[config.mk]
export PLATFORM = sky130hd
export DESIGN_NAME = cpu_top
export DESIGN_NICKNAME = d
export VERILOG_FILES = /design/src/rtl/cpu_top.sv
export SDC_FILE = /design/constraint.sdc
export NUM_CORES = 1
export LEC_CHECK = 0
export CORE_MARGIN = 1.5
export CORE_UTILIZATION = 37
export DETAILED_ROUTE_END_ITERATION = 7
export RECOVER_POWER = 50
export SLEW_MARGIN = 20
export SYNTH_ARGS = -nofsm -noshare
export SYNTH_HDL_FRONTEND = slang
export SYNTH_SLANG_ARGS = --single-unit
[constraint.sdc]
create_clock -name sysclk -period 2.9 [get_ports sysclk]
set_input_delay 0.435 -clock sysclk [delete_from_list [all_inputs] [get_ports sysclk]]
set_output_delay 0.435 -clock sysclk [all_outputs]
set_load 0.05 [all_outputs]
[src/rtl/cpu_top.sv]
// UART-driven GCD calculator: two received bytes A and B, GCD sent back over UART and shown on 7-seg digits.
// Optional macro LED_STATUS_EN turns the LED bank into a status display instead of the last result.
module cpu_top #(
  parameter int BAUD_DIV = 5208
) (
  input  logic       sysclk,
  input  logic       reset,
  output logic [7:0] led,
  input  logic [7:0] switch,
  output logic [6:0] digi1,
  output logic [6:0] digi2,
  output logic [6:0] digi3,
  output logic [6:0] digi4,
  input  logic       UART_RX,
  output logic       UART_TX
);

  localparam int CW = (BAUD_DIV > 2) ? $clog2(BAUD_DIV) : 1;
  localparam logic [CW-1:0] BIT_END  = CW'(BAUD_DIV - 1);
  localparam logic [CW-1:0] HALF_END = CW'(BAUD_DIV / 2 - 1);

  typedef enum logic [1:0] {RX_IDLE, RX_START, RX_DATA, RX_STOP} rx_state_e;
  typedef enum logic [1:0] {IDLE, HAVE_A, CALC, SEND} state_e;

  function automatic logic [6:0] hex7(input logic [3:0] n);
    case (n)
      4'h0: hex7 = 7'h40;
      4'h1: hex7 = 7'h79;
      4'h2: hex7 = 7'h24;
      4'h3: hex7 = 7'h30;
      4'h4: hex7 = 7'h19;
      4'h5: hex7 = 7'h12;
      4'h6: hex7 = 7'h02;
      4'h7: hex7 = 7'h78;
      4'h8: hex7 = 7'h00;
      4'h9: hex7 = 7'h10;
      4'hA: hex7 = 7'h08;
      4'hB: hex7 = 7'h03;
      4'hC: hex7 = 7'h46;
      4'hD: hex7 = 7'h21;
      4'hE: hex7 = 7'h06;
      4'hF: hex7 = 7'h0E;
      default: hex7 = 7'h7F;
    endcase
  endfunction

  logic          rx_s1_q, rx_s2_q, rx_prev_q, sw_s1_q, sw_s2_q;
  rx_state_e     rx_st_q, rx_st_d;
  logic [CW-1:0] rx_cnt_q, rx_cnt_d;
  logic [2:0]    rx_idx_q, rx_idx_d;
  logic [7:0]    rx_sh_q, rx_sh_d;
  logic          rx_vld_q, rx_vld_d, ferr_q, ferr_d;

  state_e        st_q, st_d;
  logic [7:0]    a_q, a_d, b_q, b_d, x_q, x_d, y_q, y_d, res_q, res_d;
  logic          a_vld_q, a_vld_d, b_vld_q, b_vld_d, res_vld_q, res_vld_d;
  logic [9:0]    tx_sh_q, tx_sh_d;
  logic [CW-1:0] tx_cnt_q, tx_cnt_d;
  logic [3:0]    tx_idx_q, tx_idx_d;
  logic          tx_q, tx_d;
  logic          calc_done_s;
  logic [7:0]    gcd_s, sel_s;
  logic          sel_vld_s;
  logic [7:0]    led_q, led_d;
  logic [6:0]    dig1_q, dig1_d, dig2_q, dig2_d, dig3_q, dig3_d, dig4_q, dig4_d;
  logic          unused_sw_s;

  assign unused_sw_s = ^switch[7:1];

  // RX: edge detect, mid-start recheck, mid-bit data sampling, stop-bit validation
  always_comb begin
    rx_st_d  = rx_st_q;
    rx_cnt_d = rx_cnt_q;
    rx_idx_d = rx_idx_q;
    rx_sh_d  = rx_sh_q;
    rx_vld_d = 1'b0;
    ferr_d   = ferr_q;
    case (rx_st_q)
      RX_IDLE: begin
        if (rx_prev_q && !rx_s2_q) begin
          rx_st_d  = RX_START;
          rx_cnt_d = {CW{1'b0}};
        end else begin
          rx_st_d = RX_IDLE;
        end
      end
      RX_START: begin
        if (rx_cnt_q == HALF_END) begin
          rx_cnt_d = {CW{1'b0}};
          rx_idx_d = 3'd0;
          rx_st_d  = rx_s2_q ? RX_IDLE : RX_DATA;
        end else begin
          rx_cnt_d = rx_cnt_q + CW'(1);
        end
      end
      RX_DATA: begin
        if (rx_cnt_q == BIT_END) begin
          rx_cnt_d = {CW{1'b0}};
          rx_sh_d  = {rx_s2_q, rx_sh_q[7:1]};
          rx_idx_d = rx_idx_q + 3'd1;
          if (rx_idx_q == 3'd7) begin
            rx_st_d = RX_STOP;
          end else begin
            rx_st_d = RX_DATA;
          end
        end else begin
          rx_cnt_d = rx_cnt_q + CW'(1);
        end
      end
      RX_STOP: begin
        if (rx_cnt_q == BIT_END) begin
          rx_st_d = RX_IDLE;
          if (rx_s2_q) begin
            rx_vld_d = 1'b1;
          end else begin
            ferr_d = 1'b1;
          end
        end else begin
          rx_cnt_d = rx_cnt_q + CW'(1);
        end
      end
      default: rx_st_d = RX_IDLE;
    endcase
  end

  // Control FSM: operand capture, subtractive GCD, TX framing
  always_comb begin
    st_d        = st_q;
    a_d         = a_q;
    b_d         = b_q;
    a_vld_d     = a_vld_q;
    b_vld_d     = b_vld_q;
    x_d         = x_q;
    y_d         = y_q;
    res_d       = res_q;
    res_vld_d   = res_vld_q;
    tx_sh_d     = tx_sh_q;
    tx_cnt_d    = tx_cnt_q;
    tx_idx_d    = tx_idx_q;
    calc_done_s = 1'b0;
    gcd_s       = x_q;
    case (st_q)
      IDLE: begin
        if (rx_vld_q) begin
          a_d     = rx_sh_q;
          a_vld_d = 1'b1;
          b_vld_d = 1'b0;
          st_d    = HAVE_A;
        end else begin
          st_d = IDLE;
        end
      end
      HAVE_A: begin
        if (rx_vld_q) begin
          b_d     = rx_sh_q;
          b_vld_d = 1'b1;
          x_d     = a_q;
          y_d     = rx_sh_q;
          st_d    = CALC;
        end else begin
          st_d = HAVE_A;
        end
      end
      CALC: begin
        // Zero operands and equal operands all finish in a single step
        if (x_q == 8'd0) begin
          calc_done_s = 1'b1;
          gcd_s       = y_q;
        end else if ((y_q == 8'd0) || (x_q == y_q)) begin
          calc_done_s = 1'b1;
          gcd_s       = x_q;
        end else if (x_q > y_q) begin
          x_d = x_q - y_q;
        end else begin
          y_d = y_q - x_q;
        end
        if (calc_done_s) begin
          res_d     = gcd_s;
          res_vld_d = 1'b1;
          tx_sh_d   = {1'b1, gcd_s, 1'b0};
          tx_cnt_d  = {CW{1'b0}};
          tx_idx_d  = 4'd0;
          st_d      = SEND;
        end else begin
          st_d = CALC;
        end
      end
      SEND: begin
        if (tx_cnt_q == BIT_END) begin
          tx_cnt_d = {CW{1'b0}};
          tx_sh_d  = {1'b1, tx_sh_q[9:1]};
          if (tx_idx_q == 4'd9) begin
            st_d = IDLE;
          end else begin
            tx_idx_d = tx_idx_q + 4'd1;
          end
        end else begin
          tx_cnt_d = tx_cnt_q + CW'(1);
        end
      end
      default: st_d = IDLE;
    endcase
    tx_d = (st_d == SEND) ? tx_sh_d[0] : 1'b1;
  end

  // Display and LED values, registered below
  always_comb begin
    sel_s     = sw_s2_q ? b_q : a_q;
    sel_vld_s = sw_s2_q ? b_vld_q : a_vld_q;
    dig4_d    = sel_vld_s ? hex7(sel_s[7:4]) : 7'h7F;
    dig3_d    = sel_vld_s ? hex7(sel_s[3:0]) : 7'h7F;
    dig2_d    = res_vld_q ? hex7(res_q[7:4]) : 7'h7F;
    dig1_d    = res_vld_q ? hex7(res_q[3:0]) : 7'h7F;
`ifdef LED_STATUS_EN
    led_d = {3'b000, ferr_q, (st_q == SEND), (st_q == CALC), b_vld_q, a_vld_q};
`else
    led_d = res_q;
`endif
  end

  // State registers with asynchronous active-low reset
  always_ff @(posedge sysclk or negedge reset) begin
    if (!reset) begin
      rx_s1_q   <= 1'b1;
      rx_s2_q   <= 1'b1;
      rx_prev_q <= 1'b1;
      sw_s1_q   <= 1'b0;
      sw_s2_q   <= 1'b0;
      rx_st_q   <= RX_IDLE;
      rx_cnt_q  <= {CW{1'b0}};
      rx_idx_q  <= 3'd0;
      rx_sh_q   <= 8'h00;
      rx_vld_q  <= 1'b0;
      ferr_q    <= 1'b0;
      st_q      <= IDLE;
      a_q       <= 8'h00;
      b_q       <= 8'h00;
      a_vld_q   <= 1'b0;
      b_vld_q   <= 1'b0;
      x_q       <= 8'h00;
      y_q       <= 8'h00;
      res_q     <= 8'h00;
      res_vld_q <= 1'b0;
      tx_sh_q   <= 10'h3FF;
      tx_cnt_q  <= {CW{1'b0}};
      tx_idx_q  <= 4'd0;
      tx_q      <= 1'b1;
      led_q     <= 8'h00;
      dig1_q    <= 7'h7F;
      dig2_q    <= 7'h7F;
      dig3_q    <= 7'h7F;
      dig4_q    <= 7'h7F;
    end else begin
      rx_s1_q   <= UART_RX;
      rx_s2_q   <= rx_s1_q;
      rx_prev_q <= rx_s2_q;
      sw_s1_q   <= switch[0];
      sw_s2_q   <= sw_s1_q;
      rx_st_q   <= rx_st_d;
      rx_cnt_q  <= rx_cnt_d;
      rx_idx_q  <= rx_idx_d;
      rx_sh_q   <= rx_sh_d;
      rx_vld_q  <= rx_vld_d;
      ferr_q    <= ferr_d;
      st_q      <= st_d;
      a_q       <= a_d;
      b_q       <= b_d;
      a_vld_q   <= a_vld_d;
      b_vld_q   <= b_vld_d;
      x_q       <= x_d;
      y_q       <= y_d;
      res_q     <= res_d;
      res_vld_q <= res_vld_d;
      tx_sh_q   <= tx_sh_d;
      tx_cnt_q  <= tx_cnt_d;
      tx_idx_q  <= tx_idx_d;
      tx_q      <= tx_d;
      led_q     <= led_d;
      dig1_q    <= dig1_d;
      dig2_q    <= dig2_d;
      dig3_q    <= dig3_d;
      dig4_q    <= dig4_d;
    end
  end

  assign UART_TX = tx_q;
  assign led     = led_q;
  assign digi1   = dig1_q;
  assign digi2   = dig2_q;
  assign digi3   = dig3_q;
  assign digi4   = dig4_q;

endmodule

==> results of run 1 <==
worst max-delay path, delay by kind of cell (launching register included):
family | cells | cell delay (ps)
compound gates | 1 | 320
mux | 1 | 370
simple gates | 3 | 890
fa+ha+maj | 1 | 400
buf+inv | 1 | 70
flops | 1 | 440
metrics by stage:
stage,cells,worst slack (ps),util [%],area [um^2],total power (W)
after global placement,1068,317.7,41.19,8631,0.002317
final,1101,298.6,44.34,9291,0.004715
after CTS,1101,285.4,44.38,9300,0.004765
after detailed placement,1068,307.9,41.19,8631,0.002320
after floorplan,767,525.4,-,7863,0.002229
after global routing,1101,157.4,44.34,9291,0.004882
synth_stat cells (all sizes together), types with 3 or more instances:
cell type | instances | share of area [%]
a211oi | 7 | 0.67
a21o | 8 | 0.76
a21oi | 43 | 2.9
a221o | 10 | 1.3
a22o | 3 | 0.33
a31oi | 3 | 0.24
and3 | 4 | 0.32
and4 | 3 | 0.33
buf | 8 | 0.65
clkbuf | 25 | 1.2
dfrtp | 99 | 32
dfstp | 42 | 14
ha | 45 | 7.2
inv | 37 | 1.8
mux2 | 30 | 4.4
mux2i | 30 | 3.8
mux4 | 3 | 0.86
nand2 | 87 | 4.2
nand2b | 19 | 1.5
nand3 | 21 | 1.3
nand4 | 6 | 0.48
nand4bb | 5 | 0.72
nor2 | 43 | 2.2
nor2b | 9 | 0.72
nor3 | 9 | 0.64
nor3b | 4 | 0.38
nor4 | 11 | 0.95
o211ai | 21 | 2.0
o21a | 3 | 0.29
o21ai | 44 | 2.9
o221ai | 9 | 1.0
o22ai | 5 | 0.40
o311ai | 6 | 0.67
o31a | 6 | 0.67
o31ai | 8 | 0.83
or2 | 7 | 0.56
or3 | 5 | 0.40
or4 | 11 | 1.2
worst paths after layout:
check	startpoint	to	slack [ps]
max in group asynchronous	reset	b_q[3]	570
setup reg to reg	x_q[3]	x_q[6]	300
hold / removal	sw_s1_q	sw_s2_q	360
min in group asynchronous	reset	led[4]	880
setup / recovery	x_q[3]	x_q[6]	300
hold reg to reg	sw_s1_q	sw_s2_q	360
metal layers:
| metal | vias up | part of all wire, % | global-route usage, % | routed length (um) |
|---|---|---|---|---|
| li1 | 2885 | - | - | - |
| met1 | 2805 | 51 | 21.53 | 8140 |
| met2 | 83 | 45 | 23.60 | 7223 |
| met3 | 17 | 2.8 | 3.425 | 443 |
| met4 | 0 | 1.4 | 4.950 | 225 |
| met5 | - | 0 | 0 | 0 |
flip-flops by register name (all words and copies together) (netlist names), 4 cells and up, named ones only:
register  count
a_q           8
b_q           8
digi1         7
digi2         7
digi3         7
digi4         7
led           8
led_d         8
rx_cnt_q     13
rx_sh_q       8
tx_cnt_q     13
tx_idx_q      4
tx_sh_q      10
x_q           8
y_q           8
layout make-up:
| type | count | area (um^2) | share of cell area (%) |
|---|---|---|---|
| Sequential cell | 141 | 3581 | 38.54 |
| Clock inverter | 11 | 188.9 | 2.033 |
| Timing Repair Buffer | 60 | 570.5 | 6.141 |
| Tap cell | 275 | 344.1 | 3.703 |
| Multi-Input combinational cell | 555 | 3994 | 42.98 |
| Clock buffer | 21 | 470.5 | 5.063 |
| Inverter | 38 | 142.6 | 1.535 |
logic make-up (layout without fill, tap and decap cells):
family          count (synthesis)  count (layout)  synth area share (%)
flops                         141             141                 45.54
buf+inv                        71             130                 3.660
fa+ha+maj                      47              47                 7.670
mux                            63              63                 9.071
compound gates                188             188                 16.65
simple gates                  253             253                 16.96
xor+xnor                        4               4                0.4457
power groups by stage:
| stage | Sequential (W) | Combinational, W | Clock [W] |
|---|---|---|---|
| final | 0.00207 | 0.000216 | 0.00243 |
| after global routing | 0.00207 | 0.000246 | 0.00256 |
| after CTS | 0.00207 | 0.000221 | 0.00248 |
| after detailed placement | 0.00210 | 0.000220 | 0 |
| after global placement | 0.00210 | 0.000215 | 0 |
| after floorplan | 0.00207 | 0.000154 | 0 |
what timing repair did:
action | 4_1_cts | 5_1_grt
hold buffers | 1 | 0
hold endpoints to repair | 31 | 0
setup buffers | 0 | 0
==> flow_summary.json, run 1 <==
{
  "status": "finished, final reports clean",
  "nNetsFinal": 871,
  "finalCriticalPeriod_ps": 2601,
  "portBuffers": 40,
  "dieArea_um2": 22130,
  "row_count": 53,
  "cts_buffer_depth": 2,
  "htree_num_levels": 4,
  "core_area_um2": 20960,
  "cp_cell_sequence": "inv_1, ha_1, nand4_1, nor2_1, or4_1, o21ai_4, mux2_2",
  "worstPathMaxFanout": 9,
  "worstSkewPairLatency_ps": 420,
  "drt_iter0_drc": 248,
  "power_leakage_nw": 3.976,
  "route.detailed.drc": 0,
  "tightest_slew_ps": 1407,
  "required_ps": 3200,
  "gp_congestion": 0.8283,
  "drt_pass1_iterations": 6,
  "min_path_type": "register to register",
  "cts_num_sinks": 141,
  "layout_common_cells": "dfrtp_1 (99), nand2_1 (87), ha_1 (45)",
  "internal-power_w": 0.003693,
  "grt_pass1_wl_um": 27490,
  "p_sw_share_pct": 21.68,
  "antenna_cells": 0,
  "tns_ps": 0,
  "async_reset_ff_share_pct": 100.0,
  "pwr-share-clk_pct": 51.5,
  "synth-edff-count": 0,
  "avgSynthCellArea_um2": 10.25,
  "post-route-period-util_pct": 89.70,
  "cp-end-kind": "register",
  "ant_nets": 0,
  "cts_made_buffers": 17,
  "drt_wl_total_um": 16030,
  "skew_ps": 9.373,
  "antenna_found_initial": 0,
  "rsz0062_at_grt": "no",
  "path_clk_slew_ps": 60,
  "finalSetupViolCount": 0,
  "clock.fmax_mhz": 384.4,
  "post_cts_resized": 0,
  "gr-usage-all-layers_pct": 15.37,
  "io_pins": 48,
  "start_kind": "register",
  "p_seq_share_pct": 43.9,
  "syn2layout_area_growth_pct": 18.17,
  "ir_worst_vdd_mv": 0.4296,
  "critPathMaxStageDelay_ps": 570,
  "syn_area_um2": 7863,
  "synthCells": 767,
  "max_cap_violations": 0,
  "wl_per_cell_um": 14.56,
  "ys_warn_count": 0,
  "synth_nets": 825,
  "cp_slowest_cell": "or4_1",
  "hold_ws_ps": 355.6,
  "slew_headroom_pct": 6.195,
  "combPwrFrac_pct": 4.6,
  "drv_slew": 0,
  "vias": 5790,
  "first_global_vias": 5580,
  "ys_seq_elements": 141,
  "hpwl_um": 11240,
  "worstSetupPathType": "register to register",
  "start_util_pct": 37.52,
  "synth.distinct_cells": 72,
  "holdPathStages": 0,
  "die_y_um": 148.8,
  "synth_ff_type": "dfrtp_1",
  "cts_tree": "built",
  "via_per_inst": 5.259,
  "grt_overflow": 0,
  "r2r_cells": 7,
  "cp_data_arrival_time_ps": 2900,
  "clock_tree.root_cell": "clkbuf_16",
  "switchingPower_w": 0.001022,
  "grt_max_degree": 59,
  "hold_violations": 0,
  "ys_seq_area_share_pct": 45.54,
  "drive_above_1_share_pct": 17.80,
  "fillers": 2022,
  "p_per_area_nw_per_um2": 507.5,
  "die_w_um": 148.8,
  "mostFrequentLayoutCell": "dfrtp_1"
}
(Power assumes the default switching activity.)
==> run 2: changes to the inputs <==
--- a/config.mk
+++ b/config.mk
@@ -5,9 +5,11 @@
 export SDC_FILE = /design/constraint.sdc
 export NUM_CORES = 1
 export LEC_CHECK = 0
+export ABC_AREA = 1
 export CORE_MARGIN = 1.5
 export CORE_UTILIZATION = 37
 export DETAILED_ROUTE_END_ITERATION = 7
+export MAX_ROUTING_LAYER = met4
 export RECOVER_POWER = 50
 export SLEW_MARGIN = 20
 export SYNTH_ARGS = -nofsm -noshare
==> flow_summary.json, run 2 <==
{
  "status": "finished, final reports clean",
  "vias": 6621,
  "cts_num_sinks": 141,
  "synth_nets": 1085,
  "htree_num_levels": 4,
  "nNetsFinal": 1125,
  "combPwrFrac_pct": 7.9,
  "synth_top_area_cell": "dfrtp_1",
  "async_reset_ff_share_pct": 100.0,
  "p_seq_share_pct": 45.7,
  "drt_wl_total_um": 17360,
  "syn_area_um2": 7984,
  "r2r_cells": 4,
  "largestRegisters": "rx_cnt_q: 13 flops, tx_cnt_q: 13 flops, tx_sh_q: 10 flops",
  "ys_seq_area_share_pct": 44.85,
  "grt_overflow": 0,
  "layout_common_cells": "nand2_1 (299), inv_1 (128), nand3_1 (112)",
  "synth.distinct_cells": 38,
  "die_w_um": 149.9,
  "min_path_type": "register to register",
  "drt_iter0_drc": 363,
  "ant_nets": 0,
  "ys_seq_elements": 141,
  "slew_headroom_pct": 15.02,
  "switchingPower_w": 0.001132,
  "cp_slowest_cell": "o21ai_0",
  "rsz0062_at_grt": "no",
  "cp_cell_sequence": "o21ai_0, inv_1, ha_1, o311ai_0",
  "multi_input_area_um2": 3724,
  "cts_hold_buf": 1,
  "die_y_um": 149.9,
  "hpwl_um": 12530,
  "mostFrequentLayoutCell": "nand2_1",
  "portBuffers": 40,
  "synthCells": 1027,
  "syn2layout_area_growth_pct": 15.37,
  "cts_tree": "built",
  "io_pins": 48,
  "required_ps": 3190,
  "synth_ff_type": "dfrtp_1",
  "synth.top_cell.area_share_pct": 31.03,
  "ys_top_cells_by_area": "dfrtp_1 (31%), nand2_1 (14%), dfstp_2 (14%)",
  "grt_pass1_wl_um": 29690,
  "critPathMaxStageDelay_ps": 700,
  "cp-end-kind": "register",
  "yosysMostFrequentCell": "nand2_1",
  "gr-usage-all-layers_pct": 17.11,
  "drt_pass1_iterations": 5,
  "path_clk_slew_ps": 60,
  "internal-power_w": 0.003472,
  "antenna_found_initial": 0,
  "avgSynthCellArea_um2": 7.774,
  "gp_congestion": 0.9227,
  "cts_buffer_depth": 2,
  "clock.fmax_mhz": 442.6,
  "cts_made_buffers": 17,
  "start_util_pct": 37.86,
  "synth-edff-count": 0,
  "skew_ps": 11.98,
  "tns_ps": 0,
  "tightest_slew_ps": 1275,
  "hold_violations": 0,
  "core_area_um2": 21090,
  "grt_max_degree": 59,
  "power_leakage_nw": 4.339,
  "max_cap_violations": 0,
  "p_per_area_nw_per_um2": 499.7,
  "synth_commonest_cells": "nand2_1 (299), inv_1 (128), nand3_1 (112)",
  "pwr-share-clk_pct": 46.4,
  "cp_data_arrival_time_ps": 2550,
  "worstPathMaxFanout": 18,
  "worstSkewPairLatency_ps": 430,
  "post-route-period-util_pct": 77.92,
  "route.detailed.drc": 0,
  "post_cts_buffers": 0,
  "holdPathStages": 0,
  "first_global_vias": 6100,
  "drv_slew": 0,
  "fin_util_pct": 43.68,
  "p_sw_share_pct": 24.58,
  "start_kind": "register",
  "wl_per_cell_um": 12.81,
  "reg2reg_slack_ps": 640,
  "fillers": 2155,
  "ir_worst_vdd_mv": 0.4324,
  "seqCellArea_um2": 3581,
  "post_cts_resized": 0,
  "power.total_w": 0.004603,
  "drive_above_1_share_pct": 9.167,
  "clock_tree.root_cell": "clkbuf_16",
  "row_count": 53,
  "antenna_cells": 0,
  "ys_warn_count": 0,
  "finalCriticalPeriod_ps": 2260,
  "dieArea_um2": 22470,
  "via_per_inst": 4.886,
  "worstSetupPathType": "register to register",
  "finalSetupViolCount": 0
}
[run 2: cell types whose count changed in the layout (fill, tap and decap cells not counted), sizes merged, moves of 10 or more]
cell	before	now
inv	37	134
o21ai	44	99
nor2	43	68
nand2b	19	0
mux2	30	0
nand3	21	113
mux2i	30	0
a221o	10	0
nor4	11	0
or4	11	0
nand2	87	308
a21oi	43	18
o211ai	21	9
buf	18	5
[run 2: routing by layer]
metal	share of wire (%)	up-vias	global-route usage (%)
li1	-	3404	-
met1	50	3081	22.90
met2	45	117	26.03
met3	3.4	19	3.323
met4	1.4	0	5.441
met5	0	-	-
[run 2: worst max-delay path: cells and delay by family (launching register included)]
family          cells  cell delay (ps)
fa+ha+maj           1              270
compound gates      2             1130
buf+inv             1              140
flops               1              570
[run 2: power groups by stage]
stage	Sequential [W]	Combinational (W)	Clock, W
after CTS	0.00210	0.000367	0.00219
after global placement	0.00213	0.000361	0
after floorplan	0.00210	0.000306	0
final	0.00210	0.000361	0.00214
after detailed placement	0.00214	0.000364	0
after global routing	0.00211	0.000425	0.00227
[run 2: final cells by class]
type	count	share of cell area [%]
clock buffers	27	5.705
clock inverters	5	0.5977
inverters	140	5.719
multi-input cells	721	40.42
flip-flops and latches	141	38.88
well taps	275	3.735
repair buffers	46	4.944
[run 2: cell families (layout without fill, tap and decap cells)]
| kind of cell | Yosys count | after routing | share of synthesized area, % |
|---|---|---|---|
| and+or+nand+nor | 522 | 522 | 28.29 |
| buffers and inverters | 165 | 218 | 8.478 |
| AOI/OAI and AO/OA | 145 | 145 | 10.06 |
| DFF | 141 | 141 | 44.85 |
| adders and majority gates | 47 | 47 | 7.554 |
| xor gates and xnor gates | 7 | 7 | 0.7679 |
[run 2: final timing paths]
check / from / end
max in group asynchronous: reset / tx_sh_q[1]
min in group asynchronous: reset / led[3]
min: sw_s1_q / sw_s2_q
min reg2reg: sw_s1_q / sw_s2_q
max reg2reg: sw_s2_q / digi3[2]
max: sw_s2_q / digi3[2]
[run 2: through the flow]
step           cells  hold WS [ps]  cell area [um^2]  setup WS, ps
2_1_floorplan   1027         139.4              7984         992.8
3_3_place_gp    1322         334.1              8630         653.2
3_5_place_dp    1322         334.7              8630         629.8
4_1_cts         1355         347.8              9220         620.2
5_1_grt         1355         370.1              9211         343.8
6_report        1355         346.5              9211         640.4
